File: src/rtl/btn_ctrl_pkg.sv
// Shared types and constants for the button gesture / LED controller.
package btn_ctrl_pkg;

  typedef enum logic [2:0] {
    ST_IDLE      = 3'd0,
    ST_PRESS1    = 3'd1,
    ST_WAIT2     = 3'd2,
    ST_PRESS2    = 3'd3,
    ST_LONG_HOLD = 3'd4
  } gesture_t;

  localparam logic [1:0] MODE_OFF    = 2'd0;
  localparam logic [1:0] MODE_STEADY = 2'd1;
  localparam logic [1:0] MODE_CHASE  = 2'd2;
  localparam logic [1:0] MODE_BLINK  = 2'd3;

  localparam logic [2:0] CHASE_RST = 3'b001;

endpackage

File: src/rtl/btn_debounce.sv
// Two-flop synchroniser followed by a tick-based debounce counter.
module btn_debounce #(
  parameter int DEBOUNCE_MS = 20,
  parameter int CNT_W       = 16
) (
  input  logic clk,
  input  logic rst,
  input  logic tick,
  input  logic btn,
  output logic btn_db
);

  logic             sync_a;
  logic             sync_b;
  logic [CNT_W-1:0] cnt;

  // Bring the asynchronous button into the clk domain.
  always_ff @(posedge clk or posedge rst) begin
    if (rst) begin
      sync_a <= 1'b0;
      sync_b <= 1'b0;
    end else begin
      sync_a <= btn;
      sync_b <= sync_a;
    end
  end

  // Count ticks of disagreement; flip the debounced level once it has lasted long enough.
  always_ff @(posedge clk or posedge rst) begin
    if (rst) begin
      cnt    <= '0;
      btn_db <= 1'b0;
    end else if (sync_b == btn_db) begin
      cnt <= '0;
    end else if (tick) begin
      if (cnt == CNT_W'(DEBOUNCE_MS - 1)) begin
        btn_db <= sync_b;
        cnt    <= '0;
      end else begin
        cnt <= cnt + CNT_W'(1);
      end
    end
  end

endmodule

File: src/rtl/btn_gesture_led_ctrl.sv
// Single-button gesture classifier (single/double/long) driving a 3-LED mode sequencer.
module btn_gesture_led_ctrl
  import btn_ctrl_pkg::*;
#(
  parameter int DEBOUNCE_MS   = 20,
  parameter int DBL_WINDOW_MS = 400,
  parameter int LONG_MS       = 1000,
  parameter int STEP_MS       = 250,
  parameter int CNT_W         = 16
) (
  input  logic       clk,
  input  logic       rst,
  input  logic       tick,
  input  logic       btn,
  output logic [2:0] led,
  output logic [1:0] mode,
  output logic       evt_single,
  output logic       evt_double,
  output logic       evt_long
);

  // After reset the button is only trusted once it has been seen low for
  // longer than a full debounce interval, or once a debounced release occurs.
  // This keeps a button held through reset from registering as a new press.
  localparam int ARM_TICKS = DEBOUNCE_MS + 4;

  logic             btn_db;
  logic             btn_db_q;
  logic             rise;
  logic             fall;
  logic             armed;
  logic             arm_hit;
  logic             long_hit;
  logic             win_hit;
  gesture_t         state;
  gesture_t         state_nxt;
  logic [CNT_W-1:0] timer;
  logic             single_nxt;
  logic             double_nxt;
  logic             long_nxt;
  logic             freeze;
  logic             freeze_nxt;
  logic [1:0]       mode_nxt;
  logic [CNT_W-1:0] step_cnt;
  logic [2:0]       chase;
  logic             blink_on;

  btn_debounce #(
    .DEBOUNCE_MS(DEBOUNCE_MS),
    .CNT_W      (CNT_W)
  ) u_debounce (
    .clk   (clk),
    .rst   (rst),
    .tick  (tick),
    .btn   (btn),
    .btn_db(btn_db)
  );

  assign rise     = btn_db & ~btn_db_q;
  assign fall     = ~btn_db & btn_db_q;
  assign long_hit = tick && (timer == CNT_W'(LONG_MS - 1));
  assign win_hit  = tick && (timer == CNT_W'(DBL_WINDOW_MS - 1));
  assign arm_hit  = (state == ST_IDLE) && !btn_db && tick && (timer == CNT_W'(ARM_TICKS - 1));

  // Gesture state, state timer, edge history, arming flag and registered event pulses.
  always_ff @(posedge clk or posedge rst) begin
    if (rst) begin
      state      <= ST_IDLE;
      timer      <= '0;
      btn_db_q   <= 1'b0;
      armed      <= 1'b0;
      evt_single <= 1'b0;
      evt_double <= 1'b0;
      evt_long   <= 1'b0;
    end else begin
      state    <= state_nxt;
      btn_db_q <= btn_db;
      if (state_nxt != state) begin
        timer <= '0;
      end else if (tick && (timer != '1)) begin
        timer <= timer + CNT_W'(1);
      end
      if (fall || arm_hit) begin
        armed <= 1'b1;
      end
      evt_single <= single_nxt;
      evt_double <= double_nxt;
      evt_long   <= long_nxt;
    end
  end

  // Next gesture state; debounced edges take priority over timer expiry.
  always_comb begin
    state_nxt = state;
    case (state)
      ST_IDLE:      if (rise && armed) state_nxt = ST_PRESS1;
      ST_PRESS1: begin
        if (fall)          state_nxt = ST_WAIT2;
        else if (long_hit) state_nxt = ST_LONG_HOLD;
      end
      ST_WAIT2: begin
        if (rise)         state_nxt = ST_PRESS2;
        else if (win_hit) state_nxt = ST_IDLE;
      end
      ST_PRESS2:    if (fall) state_nxt = ST_IDLE;
      ST_LONG_HOLD: if (fall) state_nxt = ST_IDLE;
      default:      state_nxt = ST_IDLE;
    endcase
  end

  // Gesture classification, registered into one-clk event pulses.
  always_comb begin
    single_nxt = (state == ST_WAIT2) && !rise && win_hit;
    double_nxt = (state == ST_PRESS2) && fall;
    long_nxt   = (state == ST_PRESS1) && !fall && long_hit;
  end

  // Mode/freeze response to the event pulses.
  always_comb begin
    mode_nxt   = mode;
    freeze_nxt = freeze;
    if (evt_long) begin
      mode_nxt   = MODE_OFF;
      freeze_nxt = 1'b0;
    end else if (evt_single) begin
      mode_nxt = mode + 2'd1;
    end else if (evt_double) begin
      freeze_nxt = ~freeze;
    end
  end

  // Mode register and animation state; a mode change restarts the animation.
  always_ff @(posedge clk or posedge rst) begin
    if (rst) begin
      mode     <= MODE_OFF;
      freeze   <= 1'b0;
      step_cnt <= '0;
      chase    <= CHASE_RST;
      blink_on <= 1'b1;
    end else begin
      mode   <= mode_nxt;
      freeze <= freeze_nxt;
      if (mode_nxt != mode) begin
        step_cnt <= '0;
        chase    <= CHASE_RST;
        blink_on <= 1'b1;
      end else if (!freeze && tick) begin
        if (step_cnt == CNT_W'(STEP_MS - 1)) begin
          step_cnt <= '0;
          chase    <= {chase[1:0], chase[2]};
          blink_on <= ~blink_on;
        end else begin
          step_cnt <= step_cnt + CNT_W'(1);
        end
      end
    end
  end

  // LED drive derived from the current mode and animation state.
  always_ff @(posedge clk or posedge rst) begin
    if (rst) begin
      led <= 3'b000;
    end else begin
      case (mode)
        MODE_OFF:    led <= 3'b000;
        MODE_STEADY: led <= 3'b111;
        MODE_CHASE:  led <= chase;
        default:     led <= {3{blink_on}};
      endcase
    end
  end

endmodule

File: config.mk
export PLATFORM = sky130hd
export DESIGN_NAME = btn_gesture_led_ctrl
export DESIGN_NICKNAME = d
export VERILOG_FILES = /design/src/rtl/btn_ctrl_pkg.sv /design/src/rtl/btn_debounce.sv /design/src/rtl/btn_gesture_led_ctrl.sv
export SDC_FILE = /design/constraint.sdc
export NUM_CORES = 1
export LEC_CHECK = 0
export BUFFER_PORTS_ARGS = -buffer_cell sky130_fd_sc_hd__buf_4
export CORE_MARGIN = 4
export CORE_UTILIZATION = 44
export DETAILED_ROUTE_END_ITERATION = 6
export SLEW_MARGIN = 25
export SYNTH_ARGS = -nofsm -noshare
export SYNTH_HDL_FRONTEND = slang
export SYNTH_SLANG_ARGS = --single-unit
File: constraint.sdc
create_clock -name clk -period 5.5 [get_ports clk]
set_input_delay 0.275 -clock clk [delete_from_list [all_inputs] [get_ports clk]]
set_output_delay 0.275 -clock clk [all_outputs]
set_load 0.02 [all_outputs]
==> impl_metrics.env, run 1 <==
export IMPL_syn_nets=392
export IMPL_holdBufCountCts=0
export IMPL_cap_violations=0
export IMPL_synth_fa_ha_area_share_pct=2.332
export IMPL_grt_met2_usage_pct=23.76
export IMPL_initial_utilization_pct=46.26
export IMPL_core_mm2=0.007888
export IMPL_synth_mux_area_share_pct=1.406
export IMPL_num_vias=2790
export IMPL_path_max_fanout=7
export IMPL_synth_top_flop_cell="dfrtp_1"
export IMPL_cts_repair_resized=0
export IMPL_first_pass_iters=5
export IMPL_async_reset_ff_share_pct=100.0
export IMPL_grt_overflow=0
export IMPL_fin_skew_ps=9.706
export IMPL_viasPerCell=5.525
export IMPL_ys_seq_elements=69
export IMPL_die_w_um=99.06
export IMPL_antenna_diode_count=0
export IMPL_syn2layout_area_growth_pct=10.22
export IMPL_synth_seq_area_share_pct=47.39
export IMPL_synth_top_family_by_area="simple AND/OR/NAND/NOR gates"
export IMPL_hold_violations=0
export IMPL_drt_initial_drc_count=88
export IMPL_power_mw=1.208
export IMPL_nNetsFinal=408
export IMPL_fin_ws_ps=3295
export IMPL_synth_cell_types=62
export IMPL_synth_xor_area_share_pct=7.442
export IMPL_yosys_area_top_type_share_pct=45.95
export IMPL_final_setup_tns_ps=0
export IMPL_synth_area_leaders="dfrtp_1 (46%), nor2_1 (5.3%), nand2_1 (4.2%)"
export IMPL_clk_latency_ps=340
export IMPL_clock_path_buffers=2
export IMPL_yosys_warnings=0
export IMPL_crit_path_start_kind="flop"
export IMPL_cts_tree="done"
export IMPL_place_ws_ps=3325
export IMPL_synth_area_mm2=0.003648
export IMPL_synth_top_area_cell="dfrtp_1"
export IMPL_cp_required_ps=5720
export IMPL_die_h_um=99.06
export IMPL_rsz0062_at_grt="false"
export IMPL_post_route_min_period_ps=2205
export IMPL_grtUsageMet1_pct=22.50
export IMPL_rows=32
export IMPL_ios=12
export IMPL_clkTransAtPathRegs_ps=80
export IMPL_power_density_mw_per_mm2=300.3
export IMPL_status="finished, final reports clean"
export IMPL_drv_slew=0
export IMPL_grt_busiest_layer="met2"
export IMPL_drcViolationCount=0
export IMPL_grt_pass1_wl_um=12870
export IMPL_fmax_mhz=453.4
export IMPL_syn_area_per_cell_um2=9.551
export IMPL_path_cells="inv_1 -> ha_1 -> nor4b_1 -> nand4_1 -> o21ai_0 -> buf_4 -> a21oi_1"
export IMPL_globalRouteMet3Util_pct=2.972
export IMPL_worst_pin_slew_ps=858.6
export IMPL_min_path_type="input port to flop"
export IMPL_io_buffers=11
export IMPL_grt_max_degree=70
export IMPL_hpwl_um=5168
export IMPL_gp_congestion=0.8438
export IMPL_arrival_ps=2420
export IMPL_grt_use_total_pct=15.86
export IMPL_synth_simple_area_share_pct=28.16
export IMPL_cpMaxStageDelayCell="o21ai_0"
export IMPL_synth_compound_area_share_pct=10.73
export IMPL_relSlewSlack_pct=42.76
export IMPL_ant_nets=0
export IMPL_fill_cells=760
export IMPL_setup_viol=0
export IMPL_p_leak_nw=1.735
export IMPL_cts_made_buffers=9
export IMPL_clock_root_buffer="clkbuf_8"
export IMPL_htree_num_levels=3
export IMPL_irDropWorstVdd_mv=0.1541
export IMPL_critPathKind="flop to flop"
export IMPL_antenna_found_initial=0
export IMPL_end_kind="flop"
export IMPL_layout_drive_gt1_share_pct=10.92
export IMPL_grt_pass1_vias=2729
export IMPL_clock_sinks=69
export IMPL_wirelength_um=7345
export IMPL_die_area_mm2=0.009813
export IMPL_post_route_period_util_pct=40.10
export IMPL_cpPeakStageDelay_ps=680
export IMPL_wl_per_cell_um=14.54
export IMPL_post_cts_buffers=0
export IMPL_synth_edf_count=0
export IMPL_syn_inst=382
==> cell families (layout without fill, tap and decap cells) <==
group	after synthesis	in the layout
multiplexers	5	5
AO/OA/AOI/OAI	55	55
adder cells (fa/ha/maj)	7	7
XOR/XNOR	31	31
flip-flops	69	69
AND/OR/NAND/NOR	197	197
buffers and inverters	18	39
==> through the flow <==
stage	utilization, %	std cells	instance area, µm²	hold slack (ps)
5_1_grt	50.98	505	4021	43.72
4_1_cts	50.98	505	4021	47.41
3_3_place_gp	48.41	489	3819	335.1
2_1_floorplan	-	382	3649	306.4
3_5_place_dp	48.41	489	3819	336.4
6_report	50.98	505	4021	67.57
==> cells in the mapped netlist (2+ instances only) <==
master / n
o22ai_1: 2
nor3_1: 9
buf_2: 3
nor2b_1: 6
or3_1: 4
xnor2_1: 15
nor4b_1: 3
a311oi_1: 2
mux2i_1: 4
o21ai_0: 14
dfstp_2: 2
clkbuf_1: 2
and2b_2: 2
a31oi_1: 5
inv_1: 10
nor2_1: 52
nand4_1: 9
ha_1: 6
nand2_1: 41
a21oi_1: 6
xor2_1: 16
and3_1: 5
o31ai_1: 3
a211o_1: 2
and2_1: 2
nand3_1: 27
dfrtp_1: 67
and4_1: 5
nand2b_1: 9
a21o_1: 3
nor4_1: 11
a211oi_1: 5
==> state kept, by name, summed over array words and instances, names as in the netlist, 2 cells and up <==
| signal | count |
|---|---|
| chase | 3 |
| led | 3 |
| mode | 2 |
| state | 3 |
| step_cnt | 16 |
| timer | 16 |
| u_debounce.cnt | 16 |
==> report_power, final <==
part / leakage [nW] / internal [mW] / switching [mW]
Clock: 0.104 / 0.235 / 0.187
Combinational: 0.709 / 0.0768 / 0.0910
Sequential: 0.922 / 0.555 / 0.0635
Total: 1.74 / 0.867 / 0.341
==> layout make-up <==
| type | instances | area, µm² | share of cell area (%) |
|---|---|---|---|
| clock inverter | 3 | 43.79 | 1.089 |
| tap | 102 | 127.6 | 3.174 |
| timing repair buffer | 13 | 97.59 | 2.427 |
| clock buffer | 13 | 158.9 | 3.951 |
| sequential | 69 | 1729 | 43.00 |
| inverter | 10 | 37.54 | 0.9334 |
| multi-input combinational | 295 | 1827 | 45.43 |
==> worst max-delay path: cells and delay by family (launching register included) <==
| kind | cells | cell delay (ps) |
|---|---|---|
| and+or+nand+nor | 2 | 450 |
| buffers and inverters | 2 | 350 |
| DFF | 1 | 410 |
| AOI/OAI and AO/OA | 2 | 730 |
| adders and majority gates | 1 | 140 |
==> cells in the final DEF, fill, tap and decap left out, types with 2 or more instances in the layout <==
master,count
and3_1,5
dfstp_2,2
buf_4,13
nor2b_1,6
inv_1,9
and4_1,5
xor2_1,16
and2b_2,2
o21ai_0,14
a211oi_1,5
a211o_1,2
nor2_1,52
clkbuf_8,11
nor4b_1,3
and2_1,2
a31oi_1,5
mux2i_1,4
or3_1,4
a21o_1,3
ha_1,6
a311oi_1,2
xnor2_1,15
dfrtp_1,67
clkbuf_1,2
nand4_1,9
o22ai_1,2
nand3_1,27
o31ai_1,3
nor4_1,11
nand2_1,41
nand2b_1,9
nor3_1,9
a21oi_1,6
==> per-layer routing <==
| layer | part of all wire (%) | wire length (µm) | vias to the layer above |
|---|---|---|---|
| met5 | 0 | 0 | - |
| met4 | 1.8 | 134 | 0 |
| met3 | 3.1 | 225 | 15 |
| met2 | 43 | 3173 | 40 |
| met1 | 52 | 3812 | 1343 |
| li1 | - | - | 1392 |
==> final timing paths <==
check | from | endpoint | slack [ps] | cells after the start
max in group asynchronous | rst | timer[2]$_DFFE_PP0P_ | 4740 | 3
min | btn | u_debounce.sync_a$_DFF_PP0_ | 70 | 1
min reg2reg | u_debounce.sync_a$_DFF_PP0_ | u_debounce.sync_b$_DFF_PP0_ | 350 | 0
max reg2reg | step_cnt[1]$_DFFE_PP0P_ | step_cnt[12]$_DFFE_PP0P_ | 3290 | 7
max | step_cnt[1]$_DFFE_PP0P_ | step_cnt[12]$_DFFE_PP0P_ | 3290 | 7
min in group asynchronous | rst | step_cnt[15]$_DFFE_PP0P_ | 200 | 3
Power figures use the tool's default switching activity.
==> run 2, diff against run 1 <==
==> constraint.sdc (replaced) <==
create_clock -name clk -period 2.05 [get_ports clk]
set_input_delay 0.1025 -clock clk [delete_from_list [all_inputs] [get_ports clk]]
set_output_delay 0.1025 -clock clk [all_outputs]
set_load 0.02 [all_outputs]
==> run 2 against run 1 <==
Against the previous run: critical path depth shrank 1; die area is the same; count of clock-buffer cells in the layout shrank 1; critical endpoint is now timer[9]$_DFFE_PP0P_; setup slack lost 3200 ps; fmax grew 16%; routed wire length grew 3.3%.
==> impl_metrics.env, run 2 (same netlist as run 1, synthesis figures left out) <==
export IMPL_clkTransAtPathRegs_ps=70
export IMPL_num_vias=2879
export IMPL_rsz0062_at_grt="false"
export IMPL_power_density_mw_per_mm2=781.7
export IMPL_cts_tree="done"
export IMPL_p_clk_share_pct=33.9
export IMPL_placed_area_mm2=0.003926
export IMPL_crit_buf_inv=1
export IMPL_ant_nets=0
export IMPL_min_path_type="input port to flop"
export IMPL_ios=12
export IMPL_die_h_um=99.06
export IMPL_place_inst=500
export IMPL_nNetsFinal=423
export IMPL_rows=32
export IMPL_layout_drive_gt1_share_pct=15.07
export IMPL_io_buffers=11
export IMPL_cp_required_ps=2260
export IMPL_cpPeakStageDelay_ps=560
export IMPL_worst_pin_slew_ps=664.9
export IMPL_end_kind="flop"
export IMPL_arrival_ps=2120
export IMPL_antenna_diode_count=0
export IMPL_irDropWorstVdd_mv=0.3962
export IMPL_fill_cells=731
export IMPL_grtUsageMet1_pct=24.27
export IMPL_hpwl_um=5407
export IMPL_crit_path_start_kind="flop"
export IMPL_final_setup_tns_ps=0
export IMPL_globalRouteMet3Util_pct=3.326
export IMPL_clock_sinks=69
export IMPL_grt_met2_usage_pct=24.17
export IMPL_largestRegisters="step_cnt: 16 flops, timer: 16 flops, u_debounce.cnt: 16 flops"
export IMPL_path_max_fanout=16
export IMPL_hold_violations=0
export IMPL_fmax_mhz=524.0
export IMPL_wl_per_cell_um=14.59
export IMPL_htree_num_levels=3
export IMPL_whs_ps=114.1
export IMPL_place_ws_ps=62.85
export IMPL_power_share_switching_pct=29.08
export IMPL_status="finished, final reports clean"
export IMPL_viasPerCell=5.537
export IMPL_grt_overflow=0
export IMPL_p_leak_nw=1.817
export IMPL_finalInstanceArea_mm2=0.004182
export IMPL_most_common_layout_cells="dfrtp_1 (67), nor2_1 (52), nand2_1 (40)"
export IMPL_drcViolationCount=0
export IMPL_crit_family="simple AND/OR/NAND/NOR gates"
export IMPL_wirelength_um=7589
export IMPL_clock_root_buffer="clkbuf_8"
export IMPL_grt_pass1_vias=2782
export IMPL_drt_initial_drc_count=145
export IMPL_clk_latency_ps=350
export IMPL_p_switching_uw=950.3
export IMPL_die_w_um=99.06
export IMPL_power_frac_comb_pct=15.7
export IMPL_first_pass_iters=5
export IMPL_final_common_cell="dfrtp_1"
export IMPL_setup_viol=0
export IMPL_syn2layout_area_growth_pct=14.61
export IMPL_grt_pass1_wl_um=13210
export IMPL_p_int_mw=2.318
export IMPL_grt_busiest_layer="met1"
export IMPL_cts_made_buffers=9
export IMPL_cpMaxStageDelayCell="or4_4"
export IMPL_antenna_found_initial=0
export IMPL_grt_use_total_pct=16.58
export IMPL_grt_max_degree=28
export IMPL_fin_cells=520
export IMPL_fin_skew_ps=9.137
export IMPL_gp_congestion=0.8658
export IMPL_post_route_min_period_ps=1908
export IMPL_die_area_mm2=0.009813
export IMPL_critPathKind="flop to flop"
export IMPL_p_seq_share_pct=50.3
export IMPL_initial_utilization_pct=46.26
export IMPL_relSlewSlack_pct=55.47
export IMPL_cap_violations=0
export IMPL_clock_path_buffers=2
export IMPL_drv_slew=0
export IMPL_core_mm2=0.007888
export IMPL_path_cells="or4_4 -> nor4_4 -> a21oi_2 -> o211ai_4 -> buf_12 -> a311oi_1"
export IMPL_post_route_period_util_pct=93.10
export IMPL_fin_ws_ps=141.5
## run 2: cell count changes in the layout (fill, tap and decap cells not counted), sizes merged
cell / change
clkbuf: -1
clkinvlp: +1
buf: +13
dlygate4sd3: +2
## run 2: final cells by class
| class | instances | area [µm²] | area share (%) |
|---|---|---|---|
| Timing Repair Buffer | 28 | 240.2 | 5.745 |
| Multi-Input combinational cell | 295 | 1854 | 44.34 |
| Inverter | 10 | 37.54 | 0.8977 |
| Clock inverter | 4 | 47.55 | 1.137 |
| Sequential cell | 69 | 1729 | 41.35 |
| Tap cell | 102 | 127.6 | 3.052 |
| Clock buffer | 12 | 145.1 | 3.471 |
## run 2: metal layers
layer  vias up  part of all wire, %
li1       1427                    -
met5         -                    0
met2        57                   44
met1      1386                   51
met4         0                  1.3
met3         9                  3.4
## run 2: per-stage QoR
| stage | power (mW) | util [%] |
|---|---|---|
| 6_report | 3.269 | 53.01 |
| 4_1_cts | 3.278 | 52.47 |
| 3_3_place_gp | 2.158 | 49.78 |
| 5_1_grt | 3.450 | 53.01 |
| 2_1_floorplan | 2.015 | - |
| 3_5_place_dp | 2.170 | 49.78 |
## run 2: final timing paths
check | startpoint | slack, ps | to | depth (start not counted)
setup reg to reg | timer[11]$_DFFE_PP0P_ | 140 | timer[9]$_DFFE_PP0P_ | 6
setup / recovery | timer[11]$_DFFE_PP0P_ | 140 | timer[9]$_DFFE_PP0P_ | 6
max in group asynchronous | rst | 1010 | u_debounce.sync_a$_DFF_PP0_ | 4
hold / removal | tick | 110 | u_debounce.cnt[13]$_DFFE_PP0P_ | 3
min in group asynchronous | rst | 390 | step_cnt[1]$_DFFE_PP0P_ | 3
hold reg to reg | u_debounce.sync_a$_DFF_PP0_ | 340 | u_debounce.sync_b$_DFF_PP0_ | 0
## run 2: power by group through the flow
stage | Combinational, mW | Clock [mW] | Sequential, mW
2_1_floorplan | 0.378 | 0 | 1.64
3_3_place_gp | 0.495 | 0 | 1.66
3_5_place_dp | 0.504 | 0 | 1.67
4_1_cts | 0.508 | 1.13 | 1.64
5_1_grt | 0.590 | 1.19 | 1.67
6_report | 0.514 | 1.11 | 1.65
## run 2: worst min-delay path: stages
cell     delay (ps)
buf_4           170
nand3_1          80
o21ai_0          60
## run 2: repair_timing
item                                    4_1_cts  5_1_grt
endpoints found under the setup margin        0       23
hold buffers                                  2        0
buffers inserted                              0        2
hold endpoints to repair                     24        0
gates resized for setup                       0        6
